## src/rtl/uart_tx_fifo_regs.sv

```systemverilog
// UART transmitter with TX FIFO and CTRL/DATA/STATUS/LEVEL registers; parity only with `UART_TX_PARITY_EN.
// rd_data one cycle after rd_en; pushes into a full FIFO are dropped and flagged as STATUS.ovf.

// Circular FIFO; pushes while full are refused, clr empties it in one cycle.
module uart_tx_fifo #(
  parameter int W     = 8,
  parameter int DEPTH = 4
) (
  input  logic                     clk,
  input  logic                     rst,
  input  logic                     clr,
  input  logic                     wr_vld,
  input  logic [W-1:0]             wr_dat,
  input  logic                     rd_rdy,
  output logic [W-1:0]             rd_dat,
  output logic                     full,
  output logic                     empty,
  output logic [$clog2(DEPTH):0]   level
);
  localparam int AW = $clog2(DEPTH);

  logic [W-1:0]  mem [DEPTH];
  logic [AW-1:0] wr_ptr, rd_ptr;
  logic [AW:0]   cnt;
  logic          push, pop;

  assign full   = (cnt == (AW+1)'(DEPTH));
  assign empty  = (cnt == '0);
  assign push   = wr_vld & ~full;
  assign pop    = rd_rdy & ~empty;
  assign rd_dat = mem[rd_ptr];
  assign level  = cnt;

  always_ff @(posedge clk) begin
    if (push) mem[wr_ptr] <= wr_dat;
  end

  always_ff @(posedge clk) begin
    if (rst || clr) begin
      wr_ptr <= '0;
      rd_ptr <= '0;
      cnt    <= '0;
    end else begin
      if (push) wr_ptr <= wr_ptr + 1'b1;
      if (pop)  rd_ptr <= rd_ptr + 1'b1;
      cnt <= cnt + {{AW{1'b0}}, push} - {{AW{1'b0}}, pop};
    end
  end
endmodule

module uart_tx_fifo_regs #(
  parameter int CLKS_PER_BIT = 3,
  parameter int DATA_W       = 8,
  parameter int FIFO_DEPTH   = 4
) (
  input  logic       clk,
  input  logic       rst,
  input  logic       wr_en,
  input  logic [1:0] wr_addr,
  input  logic [7:0] wr_data,
  input  logic       rd_en,
  input  logic [1:0] rd_addr,
  output logic [7:0] rd_data,
  output logic       tx_out
);
  localparam int CNT_W = (CLKS_PER_BIT > 1) ? $clog2(CLKS_PER_BIT) : 1;
  localparam int IDX_W = $clog2(DATA_W);
  localparam int LVL_W = $clog2(FIFO_DEPTH) + 1;
  localparam logic [CNT_W-1:0] CNT_LAST = CNT_W'(CLKS_PER_BIT - 1);
  localparam logic [IDX_W-1:0] IDX_LAST = IDX_W'(DATA_W - 1);

`ifdef UART_TX_PARITY_EN
  typedef enum logic [2:0] {S_IDLE, S_START, S_DATA, S_PARITY, S_STOP} state_t;
`else
  typedef enum logic [2:0] {S_IDLE, S_START, S_DATA, S_STOP} state_t;
`endif

  state_t            state, state_nxt;
  logic [CNT_W-1:0]  cnt, cnt_nxt;
  logic [IDX_W-1:0]  idx, idx_nxt;
  logic [DATA_W-1:0] sh, sh_nxt;
  logic              two_stop_q, two_stop_nxt;
  logic              tx_nxt, pop, done_pls, bit_end, start_ok, busy;

  logic              tx_en, par_en, par_odd, two_stop;
  logic              done_flag, ovf_flag;
  logic              wr_ctrl, push_vld, fifo_clr, ovf_set, rd_ok, rd_status;
  logic [7:0]        rd_mux;

  logic [DATA_W-1:0] fifo_dat;
  logic              fifo_full, fifo_empty;
  logic [LVL_W-1:0]  fifo_level;

  logic              unused_wr;
  assign unused_wr = ^wr_data;

  assign wr_ctrl   = wr_en && (wr_addr == 2'd0);
  assign push_vld  = wr_en && (wr_addr == 2'd1);
  assign fifo_clr  = wr_ctrl && wr_data[4];
  assign ovf_set   = push_vld && fifo_full;
  assign rd_ok     = rd_en && !wr_en;
  assign rd_status = rd_ok && (rd_addr == 2'd2);

  uart_tx_fifo #(.W(DATA_W), .DEPTH(FIFO_DEPTH)) u_fifo (
    .clk    (clk),
    .rst    (rst),
    .clr    (fifo_clr),
    .wr_vld (push_vld),
    .wr_dat (wr_data[DATA_W-1:0]),
    .rd_rdy (pop),
    .rd_dat (fifo_dat),
    .full   (fifo_full),
    .empty  (fifo_empty),
    .level  (fifo_level)
  );

`ifdef UART_TX_PARITY_EN
  logic par_en_q, par_bit_q, par_bit_nxt;

  // Parity is computed from the whole character at load time, before shifting starts.
  assign par_bit_nxt = pop ? ((^fifo_dat) ^ par_odd) : par_bit_q;

  always_ff @(posedge clk) begin
    if (rst) begin
      par_en    <= 1'b0;
      par_odd   <= 1'b0;
      par_en_q  <= 1'b0;
      par_bit_q <= 1'b0;
    end else begin
      if (wr_ctrl) begin
        par_en  <= wr_data[1];
        par_odd <= wr_data[2];
      end
      if (pop) par_en_q <= par_en;
      par_bit_q <= par_bit_nxt;
    end
  end
`else
  assign par_en  = 1'b0;
  assign par_odd = 1'b0;
`endif

  assign bit_end  = (cnt == CNT_LAST);
  assign start_ok = tx_en && !fifo_empty;
  assign busy     = (state != S_IDLE);

  always_comb begin
    state_nxt    = state;
    cnt_nxt      = cnt;
    idx_nxt      = idx;
    sh_nxt       = sh;
    two_stop_nxt = two_stop_q;
    pop          = 1'b0;
    done_pls     = 1'b0;
    tx_nxt       = 1'b1;
    if (state != S_IDLE) cnt_nxt = bit_end ? '0 : cnt + 1'b1;
    case (state)
      S_IDLE:  if (start_ok) pop = 1'b1;
      S_START: if (bit_end) state_nxt = S_DATA;
      S_DATA: begin
        if (bit_end) begin
          sh_nxt = sh >> 1;
          if (idx == IDX_LAST) begin
            idx_nxt = '0;
`ifdef UART_TX_PARITY_EN
            state_nxt = par_en_q ? S_PARITY : S_STOP;
`else
            state_nxt = S_STOP;
`endif
          end else begin
            idx_nxt = idx + 1'b1;
          end
        end
      end
`ifdef UART_TX_PARITY_EN
      S_PARITY: if (bit_end) state_nxt = S_STOP;
`endif
      S_STOP: begin
        if (bit_end) begin
          if (two_stop_q && idx == '0) begin
            idx_nxt = IDX_W'(1);
          end else begin
            done_pls = 1'b1;
            if (start_ok) pop = 1'b1;
            else          state_nxt = S_IDLE;
          end
        end
      end
      default: state_nxt = S_IDLE;
    endcase
    // Loading a character always restarts the frame, whether from IDLE or straight out of STOP.
    if (pop) begin
      state_nxt    = S_START;
      cnt_nxt      = '0;
      idx_nxt      = '0;
      sh_nxt       = fifo_dat;
      two_stop_nxt = two_stop;
    end
    // tx_out is registered from the next state so the line changes on the same edge as the FSM.
    case (state_nxt)
      S_START:  tx_nxt = 1'b0;
      S_DATA:   tx_nxt = sh_nxt[0];
`ifdef UART_TX_PARITY_EN
      S_PARITY: tx_nxt = par_bit_nxt;
`endif
      default:  tx_nxt = 1'b1;
    endcase
  end

  always_ff @(posedge clk) begin
    if (rst) begin
      state      <= S_IDLE;
      cnt        <= '0;
      idx        <= '0;
      sh         <= '0;
      two_stop_q <= 1'b0;
      tx_out     <= 1'b1;
    end else begin
      state      <= state_nxt;
      cnt        <= cnt_nxt;
      idx        <= idx_nxt;
      sh         <= sh_nxt;
      two_stop_q <= two_stop_nxt;
      tx_out     <= tx_nxt;
    end
  end

  always_comb begin
    rd_mux = '0;
    case (rd_addr)
      2'd0:    rd_mux = {4'b0, two_stop, par_odd, par_en, tx_en};
      2'd2:    rd_mux = {3'b0, ovf_flag, fifo_empty, fifo_full, done_flag, busy};
      2'd3:    rd_mux = 8'(fifo_level);
      default: rd_mux = '0;
    endcase
  end

  // Sticky flags: a set in the same cycle as the clearing STATUS read is kept.
  always_ff @(posedge clk) begin
    if (rst) begin
      tx_en     <= 1'b0;
      two_stop  <= 1'b0;
      done_flag <= 1'b0;
      ovf_flag  <= 1'b0;
      rd_data   <= '0;
    end else begin
      if (wr_ctrl) begin
        tx_en    <= wr_data[0];
        two_stop <= wr_data[3];
      end
      done_flag <= done_pls | (done_flag & ~rd_status);
      ovf_flag  <= ovf_set | (ovf_flag & ~rd_status);
      if (rd_ok) rd_data <= rd_mux;
    end
  end
endmodule

```

## config.mk

```make
export PLATFORM = sky130hd
export DESIGN_NAME = uart_tx_fifo_regs
export DESIGN_NICKNAME = d
export VERILOG_FILES = /design/src/rtl/uart_tx_fifo_regs.sv
export SDC_FILE = /design/constraint.sdc
export NUM_CORES = 1
export LEC_CHECK = 0
export CAP_MARGIN = 20
export CORE_MARGIN = 2
export CORE_UTILIZATION = 57
export CTS_CLUSTER_DIAMETER = 80
export DETAILED_ROUTE_END_ITERATION = 16
export HOLD_SLACK_MARGIN = 0.15
export PLACE_DENSITY = 0.84
export SLEW_MARGIN = 20
export SYNTH_ARGS = -nofsm -noshare
export SYNTH_HDL_FRONTEND = slang
export SYNTH_SLANG_ARGS = --single-unit
```

## constraint.sdc

```tcl
create_clock -name clk -period 3 [get_ports clk]
set_clock_uncertainty 0.1 [all_clocks]
set_input_delay 0.75 -clock clk [delete_from_list [all_inputs] [get_ports clk]]
set_output_delay 0.75 -clock clk [all_outputs]
set_load 0.01 [all_outputs]
```

==> qor.csv, run 1 <==
stage,metric,value,unit
outcome,status,"finished, final reports clean",
die,dieWidth,74.9,um
clock_tree,clock_tree.buffer_depth,2,
setup_path,crit_fanout,5,
global_routing,grt_pass1_wl,8.15,mm
setup_path,startpoint_type,flop,
place,io_buffers,21,
clock_tree,cts_made_buffers,9,
finish,drive_gt1_frac,0.116,
setup_path,worst-path-buf-inv,4,
sta,fmax,0.378,GHz
sta,finalSetupViolCount,0,
clock_tree,cts_sinks,68,
sta,finalMaxSlewViolations,0,
sta,hold_viol,0,
finish,final_core_util,0.697,
global_routing,grt_pass1_vias,1763,
drt,num_vias,1809,
pwr,ir_drop,0.405,mV
synth,synth.most_common_cell,dfxtp_1,
hold_path,worstHoldStart,rd_data[3],
setup_path,crit_chain,inv_1 > ha_1 > and3b_1 > nor3_1 > o21ai_1 > inv_2 > ha_1 > inv_1 > ha_1 > inv_1 > fa_1 > xor2_1 > xnor2_1 > nor2_1,
synth,synth_enable_flop_cells,32,
finish,antenna_cells,0,
global_routing,grt_overflow,0,
synth,netlist_top_cells_count,"36 x dfxtp_1, 32 x edfxtp_1, 28 x nor2_1",
sta,max_slew_margin,0.557,
finish,nNetsFinal,289,
synth,synth_warnings,0,
hold_path,min_path_type,reg2reg,
die,initial_utilization,0.598,
finish,area_growth,16.6,%
sta,setup_tns,0,ns
drt,drt-vias-per-instance,5.40,
place,dp_slack,0.246,ns
setup_path,worstPathRequired,3.13,ns
setup_path,r2r_start,idx[0],
drt,wl_per_cell,15.1,um
setup_path,critPathMaxStageDelay,0.37,ns
synth,seq_area_frac_synth,0.588,
clock_tree,postCtsHoldBufs,0,
pwr,power.total,1.80,mW
drt,drc,0,
job,maxCapViolCount,0,
synth,netlist.area_leader.share,0.336,
sta,fin_ws,0.353,ns
global_routing,grt_antenna_before_repair,0,
place,place.gp.congestion,0.808,
drt,drt_first_pass_iters,4,
synth,syn_area,2860,um2
setup_path,cpMaxStageDelayCell,fa_1,
pwr,leakagePower,1.21,nW
setup_path,critPathLaunch,idx[0],
clock_tree,cts_tree,done,
die,ios,25,
die,placementRows,25,
sta,tightest_slew,0.648,ns
clock_tree,clk_pin_slew,0.07,ns
synth,synth.area.top_cells,"edfxtp_1 34%, dfxtp_1 25%, mux4_2 6.3%",
global_routing,grt_max_degree,22,
die,die_h,74.9,um
die,coreArea,4790,um2
drt,ant_nets,0,
clock_tree,cts_root_buffer,clkbuf_8,
setup_path,worst_ep_arrival_time,2.77,ns
setup_path,critPathCaptureType,flop,
setup_path,critPathKind,reg2reg,
sta,fin_crit_sh,0.882,
pwr,p_per_area,540,nW/um2
global_routing,track_usage,0.203,
drt,drt_wl_total,5.06,mm
clock_tree,clk-insertion-delay-late,0.34,ns
sta,rsz0062_at_grt,false,
drt,first_iter_violations,119,
setup_path,cp_top_family,adder cells,
sta,fin_crit,2.65,ns
clock_tree,cts_max_level,3,
synth,synth_area_per_cell,12.2,um2
synth,ys_seq_elements,68,
synth,synth_top_cell_by_area,edfxtp_1,
place,dp_hpwl,3.60,mm
sta,hold_ws,0.363,ns
synth,synthCells,234,
clock_tree,cts_resized,0,
finish,n_fill_cell,348,
synth,synth_cell_types,47,
die,die-area,5600,um2
clock_tree,cts_setup_buffers,0,
synth,synth-main-ff-cell,dfxtp_1,
synth,synthArstFlopShare,0,
cells by family after synthesis:
| family | synth area share |
|---|---|
| adder cells (fa/ha/maj) | 0.0463 |
| XOR/XNOR | 0.0122 |
| flip-flops | 0.588 |
| AO/OA/AOI/OAI | 0.0765 |
| multiplexers | 0.113 |
| other | 0.00131 |
| buffers and inverters | 0.0376 |
| AND/OR/NAND/NOR | 0.125 |
area by class of cell:
type / instances / area, um2 / share of cell area
Sequential cell: 68 / 1680 / 0.504
Clock inverter: 6 / 66.3 / 0.0199
Timing Repair Buffer: 26 / 248 / 0.0743
Inverter: 12 / 45.0 / 0.0135
Multi-Input combinational cell: 146 / 1080 / 0.325
Tap cell: 67 / 83.8 / 0.0251
Clock buffer: 10 / 128 / 0.0383
path summary, 6_finish.rpt:
kind | cells past startpoint | end | slack (ns)
hold reg to reg | 2 | rd_data[3] | 0.36
setup reg to reg | 14 | u_fifo.level[2] | 0.35
setup / recovery | 14 | u_fifo.level[2] | 0.35
hold / removal | 2 | rd_data[3] | 0.36
flip-flops by register name (all words and copies together), names as in the netlist, named ones only:
name	cells
u_fifo.wr_ptr	2
u_fifo.level	3
rd_data	5
tx_out	1
two_stop_q	1
done_flag	1
state	3
ovf_flag	1
idx	3
u_fifo.rd_ptr	2
tx_en	1
u_fifo.mem	32
two_stop	1
sh	8
cnt	2
through the flow:
| stage | std cells | cell area (um2) |
|---|---|---|
| after floorplan | 237 | 2870 |
| after global placement | 319 | 3140 |
| after detailed placement | 319 | 3140 |
| after CTS | 335 | 3340 |
| after global routing | 335 | 3340 |
| final | 335 | 3340 |
worst min-delay path, delay by kind of cell (launching register included):
| family | cells | cell delay, ns |
|---|---|---|
| AO/OA/AOI/OAI | 1 | 0.05 |
| AND/OR/NAND/NOR | 1 | 0.05 |
| flip-flops | 1 | 0.31 |
routing by layer:
layer  track usage  vias to the layer above  part of all wire
li1              -                      895                 -
met1         0.255                      869              0.44
met2         0.327                       35              0.51
met3        0.0656                       10             0.036
met4        0.0833                        0             0.020
met5             0                        -                 0
cell usage in the layout (no fill, tap or decap), types with 2 or more instances in the layout:
cell	netlist	layout
nor3b_1	2	2
nor4_1	2	2
nand3b_1	3	3
inv_1	11	11
clkdlybuf4s50_1	0	21
buf_4	3	5
a211oi_1	7	7
edfxtp_1	32	32
clkinvlp_4	0	3
nand2_1	11	11
nand2b_1	4	4
a21oi_1	11	11
nor2b_1	4	4
nor3_1	6	6
nand3_1	3	3
a32oi_1	2	2
dfxtp_1	36	36
clkbuf_8	0	9
conb_1	1	4
xnor2_1	3	3
ha_1	9	9
or3_1	2	2
mux4_2	8	8
o21ai_1	3	3
mux2i_1	12	12
nor2_1	28	28
and2_1	5	5
power by group:
group          total (mW)  internal, mW  switching, mW
Combinational      0.0855        0.0425         0.0429
Sequential          0.994         0.983         0.0106
Clock               0.723         0.383          0.340
Total                1.80          1.41          0.393
Note: power is estimated with default switching activity, not from simulation.
==> run 2: changes to the inputs <==
SLEW_MARGIN = default   (was 20)
==> results of run 2 <==
Same layout as run 1: the final DEF is identical, and so are final timing and power.
==> run 3: changes to the inputs <==
CORE_UTILIZATION = 59   (was 57)
CTS_BUF_LIST = sky130_fd_sc_hd__clkbuf_8   (was default)
PLACE_DENSITY = 0.86   (was 0.84)
clock period = 2.9 ns   (was 3 ns; I/O delays follow)
==> run 3 against run 2 <==
Compared with the run above:
- sequential power grew 4%
- critical path type unchanged
- hold slack lost 0.0067 ns
- critical path depth stayed put
- final cell count down 3.9%
- first-iteration DRC count up 25%
- worst setup slack worse by 0.078 ns
- total power is 2.9% lower
- die area fell by 3.2%
- via count increased by 3.5%
- clock power fell by 13%
- non-clock buffer count unchanged
- register-to-register slack got worse by 0.08 ns
- largest cell class unchanged
==> qor.csv, run 3 (synthesis gave the netlist of run 1 again) <==
stage,metric,value,unit,change
clock_tree,cts_root_buffer,clkbuf_8,,
die,die_h,73.6,um,-1.6%
die,initial_utilization,0.610,,+0.0120
setup_path,worst_ep_arrival_time,2.74,ns,-0.03 ns
drt,first_iter_violations,149,,+25%
global_routing,track_usage,0.225,,+0.0214
sta,fin_ws,0.275,ns,-0.0783 ns
clock_tree,cts_made_buffers,9,,unchanged
finish,nNetsFinal,289,,unchanged
drt,drt_wl_total,5.37,mm,+6.1%
setup_path,critPathMaxStageDelay,0.37,ns,about the same
hold_path,whs_endpoint,rd_data[2],,
finish,final_cell_mix,"36 x dfxtp_1, 32 x edfxtp_1, 28 x nor2_1, 21 x clkdlybuf4s50_1, 13 x inv_1",,
setup_path,r2r_slack,0.28,ns,-0.08 ns
sta,finalSetupViolCount,0,,unchanged
pwr,p_per_area,532,nW/um2,-1.5%
clock_tree,clk-insertion-delay-late,0.33,ns,about the same
drt,drt-vias-per-instance,5.82,,+7.7%
clock_tree,clk_pin_slew,0.07,ns,about the same
sta,tightest_slew,0.639,ns,-0.00954 ns
outcome,status,"finished, final reports clean",,
setup_path,worstRegToRegCells,14,,unchanged
hold_path,worstHoldStart,rd_data[2],,
drt,ant_nets,0,,unchanged
finish,largest_reg_flops,32,,unchanged
clock_tree,cts_max_level,3,,unchanged
place,dp_slack,0.186,ns,-0.0604 ns
sta,finalMaxSlewViolations,0,,unchanged
clock_tree,postCtsHoldBufs,0,,unchanged
sta,rsz0062_at_grt,false,,
job,maxCapViolCount,0,,unchanged
clock_tree,cts_resized,0,,unchanged
setup_path,worstPathRequired,3.02,ns,-0.11 ns
drt,num_vias,1873,,+3.5%
global_routing,grt_max_degree,22,,unchanged
die,placementRows,25,,unchanged
sta,fin_crit,2.62,ns,-0.0217 ns
clock_tree,clock_tree.buffer_depth,2,,unchanged
global_routing,grt_pass1_wl,8.77,mm,+7.6%
pwr,ir_drop,0.394,mV,-2.7%
place,place.gp.congestion,0.846,,+4.7%
sta,max_slew_margin,0.563,,+0.00652
sta,hold_viol,0,,unchanged
place,io_buffers,21,,unchanged
finish,antenna_cells,0,,unchanged
clock_tree,cts_setup_buffers,0,,unchanged
clock_tree,cts_tree,done,,
finish,top_register,u_fifo.mem,,
setup_path,crit_fanout,5,,unchanged
sta,fin_crit_sh,0.905,,+0.0229
setup_path,crit_chain,inv_1 > ha_1 > and3b_1 > nor3_1 > o21ai_1 > inv_2 > ha_1 > inv_1 > ha_1 > inv_1 > fa_1 > xor2_1 > xnor2_1 > nor2_1,,
clock_tree,cts_sinks,68,,unchanged
sta,hold_ws,0.357,ns,-0.00673 ns
setup_path,r2r_start,idx[0],,
global_routing,grt_overflow,0,,unchanged
global_routing,grt_pass1_vias,1892,,+7.3%
sta,setup_tns,0,ns,unchanged
setup_path,timing.rr.end,u_fifo.level[2],,
place,dp_hpwl,3.69,mm,+2.7%
setup_path,cpMaxStageDelayCell,fa_1,,
drt,drc,0,,unchanged
setup_path,critPathKind,reg2reg,,
sta,fmax,0.381,GHz,+0.83%
die,die-area,5420,um2,-3.2%
hold_path,min_path_type,reg2reg,,
setup_path,critPathCaptureType,flop,,
hold_path,hold-path-cell-count,2,,unchanged
die,ios,25,,unchanged
pwr,leakagePower,1.20,nW,-0.29%
finish,area_growth,14.8,%,
global_routing,grt_antenna_before_repair,0,,unchanged
die,coreArea,4690,um2,-2.0%
die,dieWidth,73.6,um,-1.6%
setup_path,startpoint_type,flop,,
drt,wl_per_cell,16.7,um,+10%
drt,drt_first_pass_iters,4,,unchanged
finish,largestRegisters,"u_fifo.mem: 32 flops, sh: 8 flops, rd_data: 5 flops",,
finish,final_common_cell,dfxtp_1,,
finish,drive_gt1_frac,0.108,,-0.00746
[run 3: changes by cell type in the layout (fill, tap and decap cells not counted)]
| cell | previous run | this run |
|---|---|---|
| clkbuf_1 | 1 | 0 |
| inv_1 | 11 | 13 |
| clkinv_2 | 1 | 2 |
| clkinv_1 | 0 | 1 |
| clkinvlp_4 | 3 | 2 |
| bufinv_16 | 1 | 0 |
| clkinv_4 | 1 | 0 |
[run 3: power breakdown]
group	switching [mW]	total [mW]	internal, mW
logic	0.0453	0.0894	0.0441
clock network	0.333	0.631	0.297
registers	0.0117	1.03	1.02
[run 3: metal layers]
layer | up-vias | share of wire | routed length, um | track usage
met4 | 0 | 0.034 | 180 | 0.123
met5 | - | 0 | 0 | 0
met1 | 905 | 0.41 | 2190 | 0.269
li1 | 899 | - | - | -
met2 | 52 | 0.52 | 2780 | 0.369
met3 | 17 | 0.041 | 222 | 0.0590
[run 3: worst max path at each step]
stage	endpoint	from	cells past startpoint
after detailed placement	u_fifo.level[2]	wr_en	9
after global placement	u_fifo.level[2]	wr_en	9
after CTS	u_fifo.level[2]	idx[0]	14
after floorplan	u_fifo.level[2]	idx[0]	15
final	u_fifo.level[2]	idx[0]	14
after global routing	u_fifo.level[2]	idx[0]	14
[run 3: through the flow]
| step | power [mW] | cells | utilization | cell area, um2 |
|---|---|---|---|---|
| 6_report | 1.75 | 322 | 0.700 | 3290 |
| 3_3_place_gp | 1.13 | 306 | 0.666 | 3130 |
| 5_1_grt | 1.81 | 322 | 0.700 | 3290 |
| 3_5_place_dp | 1.14 | 306 | 0.666 | 3130 |
| 2_1_floorplan | 1.09 | 237 | - | 2870 |
| 4_1_cts | 1.76 | 322 | 0.700 | 3290 |
[run 3: area by class of cell]
cell class | count | area, um2
Clock buffer | 9 | 124
Clock inverter | 7 | 36.3
Fill cell | 334 | 1410
Inverter | 12 | 45.0
Multi-Input combinational cell | 146 | 1080
Sequential cell | 68 | 1680
Tap cell | 54 | 67.6
Timing Repair Buffer | 26 | 248
[run 3: critical path: cells and delay by family, from the launching register on]
family,cells,cell delay [ns]
compound gates,1,0.24
xor+xnor,2,0.30
fa+ha+maj,4,0.91
buf+inv,4,0.25
flops,1,0.34
simple gates,3,0.37
